**config.mk**
```make
export PLATFORM = sky130hd
export DESIGN_NAME = alu_mul_seq
export DESIGN_NICKNAME = d
export VERILOG_FILES = /design/src/rtl/alu_pkg.sv /design/src/rtl/alu_mul_seq.sv
export SDC_FILE = /design/constraint.sdc
export NUM_CORES = 1
export LEC_CHECK = 0
export ABC_AREA = 1
export BUFFER_PORTS_ARGS = -buffer_cell sky130_fd_sc_hd__buf_2
export CAP_MARGIN = 20
export CORE_ASPECT_RATIO = 0.5
export CORE_UTILIZATION = 44
export CTS_BUF_LIST = sky130_fd_sc_hd__clkbuf_4
export DETAILED_ROUTE_END_ITERATION = 10
export PLACE_DENSITY = 0.81
export SETUP_SLACK_MARGIN = 0.1
export SLEW_MARGIN = 20
export SYNTH_ARGS = -nofsm -noshare
export SYNTH_HDL_FRONTEND = slang
export SYNTH_SLANG_ARGS = --single-unit
```
**constraint.sdc**
```tcl
create_clock -name clk -period 1.7 [get_ports clk]
set_clock_uncertainty 0.2 [all_clocks]
set_input_delay 0.17 -clock clk [delete_from_list [all_inputs] [get_ports clk]]
set_output_delay 0.17 -clock clk [all_outputs]
set_load 0.02 [all_outputs]
```
**src/rtl/alu_pkg.sv**
```systemverilog
// Shared ALU control codes and multiplier state encoding.
// Imported by the execute-stage blocks that drive the shared ALU.
package alu_pkg;

  localparam logic [3:0] ALU_AND = 4'b0000;
  localparam logic [3:0] ALU_OR  = 4'b0001;
  localparam logic [3:0] ALU_ADD = 4'b0010;
  localparam logic [3:0] ALU_SUB = 4'b0110;
  localparam logic [3:0] ALU_SLT = 4'b0111;

  localparam logic [2:0] ST_IDLE = 3'd0;
  localparam logic [2:0] ST_MUL  = 3'd1;
  localparam logic [2:0] ST_FIXA = 3'd2;
  localparam logic [2:0] ST_FIXB = 3'd3;
  localparam logic [2:0] ST_DONE = 3'd4;

  typedef enum logic [2:0] {
    S_IDLE = ST_IDLE,
    S_MUL  = ST_MUL,
    S_FIXA = ST_FIXA,
    S_FIXB = ST_FIXB,
    S_DONE = ST_DONE
  } mul_state_e;

endpackage

```
**src/rtl/alu_mul_seq.sv**
```systemverilog
// Sequential shift-add multiplier borrowing the shared ALU.
// Signed results come from two high-word subtract corrections.
module alu_mul_seq
  import alu_pkg::*;
#(
  parameter int WIDTH = 32,
  parameter int CNT_W = 6
) (
  input  logic               clk,
  input  logic               rst_n,
  input  logic               start,
  output logic               ready,
  input  logic               is_signed,
  input  logic [WIDTH-1:0]   op_a,
  input  logic [WIDTH-1:0]   op_b,
  output logic               out_valid,
  input  logic               out_ready,
  output logic [2*WIDTH-1:0] product,
  output logic               alu_busy,
  output logic [WIDTH-1:0]   alu_src1,
  output logic [WIDTH-1:0]   alu_src2,
  output logic [3:0]         alu_ctrl,
  input  logic [WIDTH-1:0]   alu_result,
  input  logic               alu_cout
);

  localparam logic [CNT_W-1:0] LAST = CNT_W'(WIDTH-1);

  mul_state_e       state_q;
  logic [WIDTH-1:0] mcand_q;
  logic [WIDTH-1:0] mplier_q;
  logic [WIDTH-1:0] hi_q;
  logic [WIDTH-1:0] lo_q;
  logic             a_sgn_q;
  logic             b_sgn_q;
  logic             sgn_q;
  logic [CNT_W-1:0] cnt_q;
  logic             ready_q;
  logic             busy_q;
  logic             valid_q;

  assign ready     = ready_q;
  assign alu_busy  = busy_q;
  assign out_valid = valid_q;
  assign product   = {hi_q, lo_q};

  // Operand/control mux toward the shared ALU, per state.
  always_comb begin
    alu_src1 = '0;
    alu_src2 = '0;
    alu_ctrl = ALU_ADD;
    unique case (1'b1)
      state_q == S_MUL: begin
        alu_src1 = hi_q;
        alu_src2 = lo_q[0] ? mcand_q : '0;
      end
      state_q == S_FIXA: begin
        alu_ctrl = ALU_SUB;
        alu_src1 = hi_q;
        alu_src2 = (sgn_q & a_sgn_q) ? mplier_q : '0;
      end
      state_q == S_FIXB: begin
        alu_ctrl = ALU_SUB;
        alu_src1 = hi_q;
        alu_src2 = (sgn_q & b_sgn_q) ? mcand_q : '0;
      end
      default: ;
    endcase
  end

  // Control FSM, datapath registers and registered status flags.
  always_ff @(posedge clk or negedge rst_n) begin
    if (!rst_n) begin
      state_q  <= S_IDLE;
      mcand_q  <= '0;
      mplier_q <= '0;
      hi_q     <= '0;
      lo_q     <= '0;
      a_sgn_q  <= 1'b0;
      b_sgn_q  <= 1'b0;
      sgn_q    <= 1'b0;
      cnt_q    <= '0;
      ready_q  <= 1'b1;
      busy_q   <= 1'b0;
      valid_q  <= 1'b0;
    end else begin
      unique case (state_q)
        S_IDLE: begin
          if (start) begin
            mcand_q  <= op_a;
            mplier_q <= op_b;
            lo_q     <= op_b;
            hi_q     <= '0;
            cnt_q    <= '0;
            sgn_q    <= is_signed;
            a_sgn_q  <= op_a[WIDTH-1];
            b_sgn_q  <= op_b[WIDTH-1];
            state_q  <= S_MUL;
            ready_q  <= 1'b0;
            busy_q   <= 1'b1;
          end
        end
        S_MUL: begin
          // Carry only exists when a real add happened.
          {hi_q, lo_q} <= {lo_q[0] & alu_cout,
                           alu_result,
                           lo_q[WIDTH-1:1]};
          cnt_q <= cnt_q + 1'b1;
          if (cnt_q == LAST) state_q <= S_FIXA;
        end
        S_FIXA: begin
          hi_q    <= alu_result;
          state_q <= S_FIXB;
        end
        S_FIXB: begin
          hi_q    <= alu_result;
          state_q <= S_DONE;
          busy_q  <= 1'b0;
          valid_q <= 1'b1;
        end
        S_DONE: begin
          if (out_ready) begin
            state_q <= S_IDLE;
            valid_q <= 1'b0;
            ready_q <= 1'b1;
          end
        end
        default: begin
          state_q <= S_IDLE;
          ready_q <= 1'b1;
          busy_q  <= 1'b0;
          valid_q <= 1'b0;
        end
      endcase
    end
  end

endmodule

```
==> reports/qor.json, run 1 <==
{
  "clocking": {
    "cts_htree_levels": 4,
    "cts.root.buffer_cell": "sky130_fd_sc_hd__clkbuf_4",
    "clk_path_buf_depth": 2,
    "numCtsBuffers": 17,
    "tritoncts_num_sinks": 141
  },
  "grt": {
    "grt.overflow.total": 2,
    "grt_start_max_net_pins": 48,
    "grt_util_all_layers_pct": 61.5
  },
  "status": {
    "first-error": "[ERROR GRT-0232] Routing congestion too high. Check the congestion heatmap in the GUI.",
    "lastStage": "global routing (5_1_grt)",
    "outcome": "aborted with a tool error"
  },
  "logic_synthesis": {
    "synthesis.instances": 895,
    "synth_compound_area_share_pct": 0.740,
    "syn_avg_cell_area_um2": 7.56,
    "synth_seq_area_share_pct": 52.2,
    "synth-xor-area-share_pct": 0.129,
    "main_combinational_cell_family_by_area_after_synthesis": "simple AND/OR/NAND/NOR gates",
    "yosys_warnings": 0,
    "synth_mux_area_share_pct": 0,
    "synth-simple-area-share_pct": 39.5,
    "synthesis.area_mm2": 0.00677,
    "netlist-cell-type-count": 21,
    "synth-adder-area-share_pct": 0.185,
    "synth.ff_latch_count": 141
  },
  "sta": {
    "worstEpCategory": "top-level output",
    "globalroute.repair_timing.worst_endpoint": "alu_src2[7]"
  },
  "floorplanning": {
    "floorplan.rows": 31,
    "die-height_um": 89.7,
    "die_w_um": 177,
    "starting_density_of_the_core_pct": 45.9,
    "io_pins": 237
  },
  "placement": {
    "io_buffers": 233,
    "dp.cells": 1295,
    "detailedPlacementHpwl_um": 14600,
    "gpl.final_weighted_congestion": 0.892
  }
}
==> cells in the mapped netlist <==
library cell	instances	area, um2
sky130_fd_sc_hd__nor2_2	1	6.26
sky130_fd_sc_hd__nor2_1	42	158
sky130_fd_sc_hd__nand3_2	2	20.0
sky130_fd_sc_hd__xnor2_1	1	8.76
sky130_fd_sc_hd__dfstp_2	1	26.3
sky130_fd_sc_hd__inv_1	45	169
sky130_fd_sc_hd__o21ai_0	8	40.0
sky130_fd_sc_hd__buf_1	7	26.3
sky130_fd_sc_hd__buf_2	30	150
sky130_fd_sc_hd__ha_1	1	12.5
sky130_fd_sc_hd__nand3_1	234	1170
sky130_fd_sc_hd__a21oi_1	1	5.00
sky130_fd_sc_hd__buf_4	9	67.6
sky130_fd_sc_hd__dfrtp_1	140	3500
sky130_fd_sc_hd__inv_2	3	11.3
sky130_fd_sc_hd__o21ai_1	1	5.00
sky130_fd_sc_hd__nand4_1	1	6.26
sky130_fd_sc_hd__clkinv_1	1	3.75
sky130_fd_sc_hd__nand2_1	350	1310
sky130_fd_sc_hd__clkbuf_1	15	56.3
sky130_fd_sc_hd__conb_1	2	7.51
==> routing by layer <==
layer / GRT usage [%] / GRT overflow
met5: 11.3 / 0
met4: 49.7 / 0
met3: 41.9 / 0
met2: 85.6 / 2
met1: 64.5 / 0
==> through the flow <==
stage | worst slack, ns | area [um2] | hold slack, ns | setup TNS (ns)
detailed placement | -0.0442 | 8480 | -0.107 | -0.759
CTS | -0.607 | 11100 | 0.126 | -36.26
floorplan | 0.101 | 6930 | -0.326 | 0
global placement | -0.00406 | 8480 | -0.110 | -0.00406
==> what timing repair did <==
action | CTS
endpoints found under the hold margin | 275
cloned | 22
gates resized for setup | 120
buffers inserted | 24
pin swaps | 12
endpoints found under the setup margin | 201
hold buffers | 102
==> cells by family after synthesis <==
logic type,Yosys count
fa+ha+maj,1
other cells,2
flops,141
simple gates,630
compound gates,10
xor+xnor,1
buf+inv,110
==> run 2, diff against run 1 <==
--- a/config.mk
+++ b/config.mk
@@ -8,12 +8,9 @@
 export ABC_AREA = 1
 export BUFFER_PORTS_ARGS = -buffer_cell sky130_fd_sc_hd__buf_2
 export CAP_MARGIN = 20
-export CORE_ASPECT_RATIO = 0.5
-export CORE_UTILIZATION = 44
-export CTS_BUF_LIST = sky130_fd_sc_hd__clkbuf_4
+export CORE_UTILIZATION = 29
 export DETAILED_ROUTE_END_ITERATION = 10
-export PLACE_DENSITY = 0.81
-export SETUP_SLACK_MARGIN = 0.1
+export PLACE_DENSITY_LB_ADDON = 0.15
 export SLEW_MARGIN = 20
 export SYNTH_ARGS = -nofsm -noshare
 export SYNTH_HDL_FRONTEND = slang
==> run 2 against run 1 <==
Effect of this change: the flow now finishes, with violations (setup timing); area after synthesis unchanged; synthesized cell count unchanged.
==> reports/qor.json, run 2 <==
{
  "status": {
    "outcome": "finished with violations",
    "violations": "setup timing"
  },
  "grt": {
    "grt_util_all_layers_pct": 20.5,
    "antenna_found_initial": 0,
    "grt_first_pass_wirelength_um": 38300,
    "first_global_vias": 7034,
    "grt.overflow.total": 0,
    "grt_start_max_net_pins": 60
  },
  "setup_path": {
    "timing.critical_path.to_type": "primary output",
    "critical_path_start_end_classification": "reg2out",
    "path_delay_family": "simple AND/OR/NAND/NOR gates",
    "crit_slowest_cell": "sky130_fd_sc_hd__dfrtp_1",
    "crit_path_max_incr_delay_ns": 0.41,
    "setup.worst_path.start_class": "register",
    "timing.critical_path.required_ns": 1.33,
    "cp_cell_sequence": "nor2_2 > nand2_2 > nor2_4 > buf_6 > buf_16 > nand2_4 > nand3_2 > buf_6",
    "arrival_ns": 1.83,
    "critPathMostFrequentCell": "sky130_fd_sc_hd__buf_6",
    "crit_fanout": 8,
    "critical_path.n_buffers_inverters": 3
  },
  "drt": {
    "detailedRoute.firstPassIterationCount": 5,
    "wl_um": 26300,
    "routed_wire_length_per_instance_um": 16.4,
    "route.detailed.drc": 0,
    "postRouteAntennaNets": 0,
    "vias_per_std_cell": 4.66,
    "initialDrtViolationCount": 463,
    "total_vias_in_the_final_route": 7486
  },
  "sta": {
    "maxClockFrequency_mhz": 455,
    "finalMaxSlewViolations": 0,
    "fin_setup_tns_ns": -28.56,
    "setup_viol": 82,
    "final_period_minus_worst_setup_slack_ns": 2.20,
    "hold_violations": 0,
    "unrepaired_setup_endpoints_after_global_routing": "yes",
    "fin_crit_sh_pct": 129,
    "timing.final.ws_setup_ns": -0.497
  },
  "logic_synthesis": {
    "netlist-cell-type-count": 21,
    "synth_seq_area_share_pct": 52.2,
    "yosys.cell_count.top_type": "sky130_fd_sc_hd__nand2_1",
    "synthesis.area_mm2": 0.00677,
    "synth_edf_count": 0,
    "synth_common_cells": "sky130_fd_sc_hd__nand2_1 (350), sky130_fd_sc_hd__nand3_1 (234), sky130_fd_sc_hd__dfrtp_1 (140)",
    "syn_avg_cell_area_um2": 7.56,
    "synth_top_area_share_pct": 51.8,
    "synthesis.instances": 895,
    "synth_area_leader_cell": "sky130_fd_sc_hd__dfrtp_1",
    "synthArstFlopShare_pct": 100,
    "synth.ff_latch_count": 141,
    "yosys_warnings": 0,
    "ys_flop_type": "sky130_fd_sc_hd__dfrtp_1",
    "post_synth_main_area_contributors": "sky130_fd_sc_hd__dfrtp_1 (52%), sky130_fd_sc_hd__nand2_1 (19%), sky130_fd_sc_hd__nand3_1 (17%)"
  },
  "clocking": {
    "cts_htree_levels": 4,
    "clk_path_buf_depth": 2,
    "cts_tree": "built",
    "clkLatencyLatePin_ns": 0.42,
    "tritoncts_num_sinks": 141,
    "numCtsBuffers": 17,
    "cts.root.buffer_cell": "sky130_fd_sc_hd__clkbuf_16",
    "reg_clk_slew_reported_paths_ns": 0.06
  },
  "final_layout": {
    "finish.cell_count_without_fillers": 1607,
    "mostFrequentLayoutCells": "sky130_fd_sc_hd__nand2_1 (330), sky130_fd_sc_hd__nand3_1 (198), sky130_fd_sc_hd__buf_2 (169), sky130_fd_sc_hd__dfrtp_1 (139), sky130_fd_sc_hd__dlygate4sd3_1 (101)",
    "most_common_library_cell_in_the_layout_ignoring_fill_and_taps": "sky130_fd_sc_hd__nand2_1",
    "antennaDiodeCount": 0,
    "fillCellCount": 2147,
    "reg_top3": "hi_q x32, lo_q x32",
    "syn_to_final_growth_pct": 72.8,
    "drive_above_1_share_pct": 34.1,
    "nets": 1384
  },
  "placement": {
    "gpl.final_weighted_congestion": 0.799,
    "detailedPlacementHpwl_um": 15600,
    "dp.cells": 1430,
    "io_buffers": 233
  },
  "power_and_ir_drop": {
    "worst_ir_drop_vdd_v": 0.000813,
    "power_per_cell_area_mw_per_mm2": 1990,
    "power_w": 0.0233,
    "switching_share_pct": 44.0,
    "pwr-share-comb_pct": 56.0,
    "p_leak_nw": 6.30,
    "clockPowerShare_pct": 16.7,
    "power.switching_w": 0.0103,
    "power_report.internal_total_w": 0.0131,
    "sequentialPowerShare_pct": 27.4
  },
  "floorplanning": {
    "die_w_um": 155,
    "die_area_mm2": 0.0240,
    "floorplan.rows": 55,
    "fp.coreArea_mm2": 0.0228,
    "die-height_um": 155,
    "starting_density_of_the_core_pct": 29.7,
    "io_pins": 237
  },
  "job": {
    "number_of_max_cap_violations": 0
  },
  "worst_hold_path": {
    "hold_path_class": "in2async"
  }
}
-- run 2: per-layer routing --
metal  wire, um  part of all wire [%]  vias up  global-route usage [%]
met4        268                   1.0        0                    5.61
li1           -                     -     3640                       -
met2      13000                    50      225                    33.6
met3       1300                   5.0       18                    3.95
met5          0                     0        -                       0
met1      11700                    44     3603                    27.6
-- run 2: through the flow --
| stage | hold WS, ns | setup WS [ns] | util, % | instance area [um2] |
|---|---|---|---|---|
| after floorplan | -0.326 | 0.0674 | - | 6780 |
| after global placement | -0.0921 | -0.0533 | 38.1 | 8690 |
| after detailed placement | -0.0966 | -0.0619 | 38.1 | 8690 |
| after CTS | 0.0425 | -0.472 | 48.0 | 10900 |
| after global routing | 0.0611 | -0.555 | 51.4 | 11700 |
| final | 0.0335 | -0.497 | 51.4 | 11700 |
-- run 2: path summary, 6_finish.rpt --
check | from | endpoint | slack [ns] | cells after the start
setup / recovery | state_q[2] | alu_src2[3] | -0.50 | 8
setup reg to reg | state_q[2] | hi_q[25] | -0.07 | 10
min in group clk | ready | ready | 0.27 | 2
hold reg to reg | ready | ready | 0.27 | 2
max in group asynchronous | rst_n | mcand_q[7] | 0.68 | 3
hold / removal | rst_n | lo_q[3] | 0.03 | 2
-- run 2: cells by family (layout without fill, tap and decap cells) --
family                     Yosys count  count (layout)  share of synthesized area, %
AOI/OAI and AO/OA                   10              10                         0.739
xor gates and xnor gates             1               1                         0.129
adders and majority gates            1               1                         0.185
buffers and inverters              110             508                          7.15
DFF                                141             141                          52.2
other                                2               3                         0.111
and+or+nand+nor                    630             630                          39.5
-- run 2: worst register-to-register path, stage by stage (launching register included) --
cell	delay (ns)
sky130_fd_sc_hd__dfrtp_1	0.41
sky130_fd_sc_hd__inv_2	0.11
sky130_fd_sc_hd__buf_4	0.11
sky130_fd_sc_hd__buf_4	0.10
sky130_fd_sc_hd__o21ai_4	0.05
sky130_fd_sc_hd__buf_12	0.15
sky130_fd_sc_hd__buf_6	0.14
sky130_fd_sc_hd__buf_4	0.13
sky130_fd_sc_hd__buf_6	0.12
sky130_fd_sc_hd__nand3_1	0.07
sky130_fd_sc_hd__nand3_1	0.06
-- run 2: repair_timing --
action,in CTS,in global routing
gates resized for setup,124,93
buffers inserted,14,17
hold endpoints to repair,271,0
gates cloned,4,15
hold buffers,101,0
pin swaps,10,14
setup endpoints to repair,65,203
-- run 2: power groups by stage --
stage	clock network [W]	registers [W]	logic (W)
finish	0.00389	0.00638	0.0131
global route	0.00412	0.00659	0.0141
CTS	0.00397	0.00633	0.0111
detailed placement	0	0.00629	0.0102
global placement	0	0.00633	0.0101
floorplan	0	0.00691	0.00543
-- run 2: final cells by class --
class	instances	area (um2)	share of cell area [%]
multi-input combinational	645	3140	26.8
timing repair buffer	427	3820	32.7
sequential	141	3530	30.2
clock inverter	13	161	1.38
inverter	49	206	1.76
clock buffer	19	443	3.79
tap	313	392	3.35
(Power assumes the default switching activity.)
==> run 3, diff against run 2 <==
--- a/config.mk
+++ b/config.mk
@@ -8,6 +8,7 @@
 export ABC_AREA = 1
 export BUFFER_PORTS_ARGS = -buffer_cell sky130_fd_sc_hd__buf_2
 export CAP_MARGIN = 20
+export CORE_MARGIN = 2
 export CORE_UTILIZATION = 29
 export DETAILED_ROUTE_END_ITERATION = 10
 export PLACE_DENSITY_LB_ADDON = 0.15
==> run 3 against run 2 <==
Effect of this change: the run still ends with setup timing left; critical path depth fell by 1; total power rose by 1.3%; flip-flop and latch count did not move; worst setup slack improved by 0.035 ns; largest power group unchanged.
==> reports/qor.json, run 3 (same netlist as run 2, synthesis figures left out) <==
{
  "status": {
    "outcome": "finished with violations",
    "violations": "setup timing"
  },
  "placement": {
    "detailedPlacementHpwl_um": 15100,
    "placement.cell_area_mm2": 0.00853,
    "io_buffers": 233,
    "gpl.final_weighted_congestion": 0.775
  },
  "drt": {
    "postRouteAntennaNets": 0,
    "vias_per_std_cell": 4.69,
    "route.detailed.drc": 0,
    "detailedRoute.firstPassIterationCount": 4,
    "routed_wire_length_per_instance_um": 16.3,
    "initialDrtViolationCount": 370,
    "wl_um": 25900,
    "total_vias_in_the_final_route": 7467
  },
  "clocking": {
    "numCtsBuffers": 17,
    "cts_htree_levels": 4,
    "clkLatencyLatePin_ns": 0.42,
    "reg_clk_slew_reported_paths_ns": 0.06,
    "cts_tree": "built",
    "tritoncts_num_sinks": 141,
    "clk_path_buf_depth": 2,
    "cts.root.buffer_cell": "sky130_fd_sc_hd__clkbuf_16"
  },
  "setup_path": {
    "critical_path_start_end_classification": "reg2out",
    "cp_cell_sequence": "buf_4 > buf_4 > o21ai_4 > buf_12 > clkbuf_16 > nor2_2 > buf_4",
    "crit_slowest_cell": "sky130_fd_sc_hd__dfrtp_1",
    "critPathMostFrequentCell": "sky130_fd_sc_hd__buf_4",
    "arrival_ns": 1.79,
    "timing.critical_path.required_ns": 1.33,
    "crit_fanout": 8,
    "setup.worst_path.start_class": "register",
    "crit_path_max_incr_delay_ns": 0.41,
    "timing.critical_path.to_type": "primary output"
  },
  "floorplanning": {
    "die_w_um": 157,
    "fp.coreArea_mm2": 0.0228,
    "io_pins": 237,
    "die_area_mm2": 0.0246,
    "floorplan.rows": 55,
    "starting_density_of_the_core_pct": 29.7,
    "die-height_um": 157
  },
  "final_layout": {
    "stdcell_area_mm2": 0.0118,
    "fillCellCount": 2126,
    "syn_to_final_growth_pct": 74.0,
    "reg_top3": "hi_q x32, lo_q x32",
    "utilization_pct": 51.7,
    "drive_above_1_share_pct": 36.6,
    "mostFrequentLayoutCells": "sky130_fd_sc_hd__nand2_1 (325), sky130_fd_sc_hd__nand3_1 (170), sky130_fd_sc_hd__buf_2 (167), sky130_fd_sc_hd__dfrtp_1 (139), sky130_fd_sc_hd__dlygate4sd3_1 (101)",
    "nets": 1369,
    "most_common_library_cell_in_the_layout_ignoring_fill_and_taps": "sky130_fd_sc_hd__nand2_1",
    "antennaDiodeCount": 0
  },
  "sta": {
    "finalMaxSlewViolations": 0,
    "final_period_minus_worst_setup_slack_ns": 2.16,
    "unrepaired_setup_endpoints_after_global_routing": "yes",
    "fin_crit_sh_pct": 127,
    "hold_violations": 0,
    "timing.final.ws_setup_ns": -0.462,
    "setup_viol": 117,
    "maxClockFrequency_mhz": 463
  },
  "grt": {
    "grt_max_usage_layer": "met2",
    "grt_start_max_net_pins": 44,
    "first_global_vias": 7316,
    "grt_first_pass_wirelength_um": 38800,
    "grtUsageMet2_pct": 34.3,
    "grt_met3_usage_pct": 4.24,
    "grtUsageMet1_pct": 26.0,
    "antenna_found_initial": 0,
    "grt_util_all_layers_pct": 20.2,
    "grt.overflow.total": 0
  },
  "power_and_ir_drop": {
    "p_leak_nw": 6.17,
    "worst_ir_drop_vdd_v": 0.000811,
    "power_per_cell_area_mw_per_mm2": 2010
  },
  "worst_hold_path": {
    "hold_path_class": "in2async"
  },
  "job": {
    "number_of_max_cap_violations": 0
  }
}
-- run 3: layer usage --
layer | part of all wire (%) | vias up
met3 | 5.4 | 35
met4 | 2.0 | 0
li1 | - | 3606
met5 | 0 | -
met2 | 49 | 247
met1 | 44 | 3579
-- run 3: worst max-delay path, delay by kind of cell (launching register included) --
kind	cells	cell delay, ns
flip-flops	1	0.41
AO/OA/AOI/OAI	1	0.14
buffers and inverters	5	0.78
AND/OR/NAND/NOR	1	0.04
-- run 3: area by class of cell --
cell class                 count  area [um2]  share of cell area [%]
clock buffer                  21         450                    3.82
timing repair buffer         412        3660                    31.1
inverter                      49         206                    1.75
clock inverter                10         118                   0.999
multi-input combinational    645        3420                    29.0
tap                          313         392                    3.33
sequential                   141        3530                    30.0
-- run 3: final timing paths --
path / startpoint / end / slack (ns) / cells after the start
worst max-delay path: state_q[0] / alu_src1[6] / -0.46 / 7
worst min-delay path: rst_n / mcand_q[9] / 0.02 / 2
worst max register to register: state_q[2] / hi_q[31] / -0.25 / 11
worst min register to register: alu_busy / alu_busy / 0.27 / 2
max in group asynchronous: rst_n / ready / 0.69 / 3
min in group clk: alu_busy / alu_busy / 0.27 / 2
-- run 3: metrics by stage --
stage                     worst slack (ns)  power, W  hold slack (ns)  cells  setup TNS [ns]
after floorplan                     0.0674    0.0123           -0.326    896               0
after global placement              -0.125    0.0161          -0.0993   1421          -0.651
after detailed placement            -0.132    0.0161          -0.0984   1421           -1.16
after CTS                           -0.503    0.0218           0.0172   1580          -34.52
after global routing                -0.564    0.0252           0.0237   1591          -45.83
final                               -0.462    0.0236           0.0205   1591          -33.77
-- run 3: power by group --
group	internal (W)	switching, W	leakage [nW]
Combinational	0.00583	0.00774	4.14
Clock	0.00219	0.00146	0.277
Sequential	0.00501	0.00140	1.76
Total	0.0130	0.0106	6.17
-- run 3: timing repair --
action,CTS,global route
gates resized for setup,178,139
hold buffers,101,0
pin swaps,24,27
endpoints found under the setup margin,68,198
setup buffers,18,9
cloned,10,5
endpoints found under the hold margin,271,0
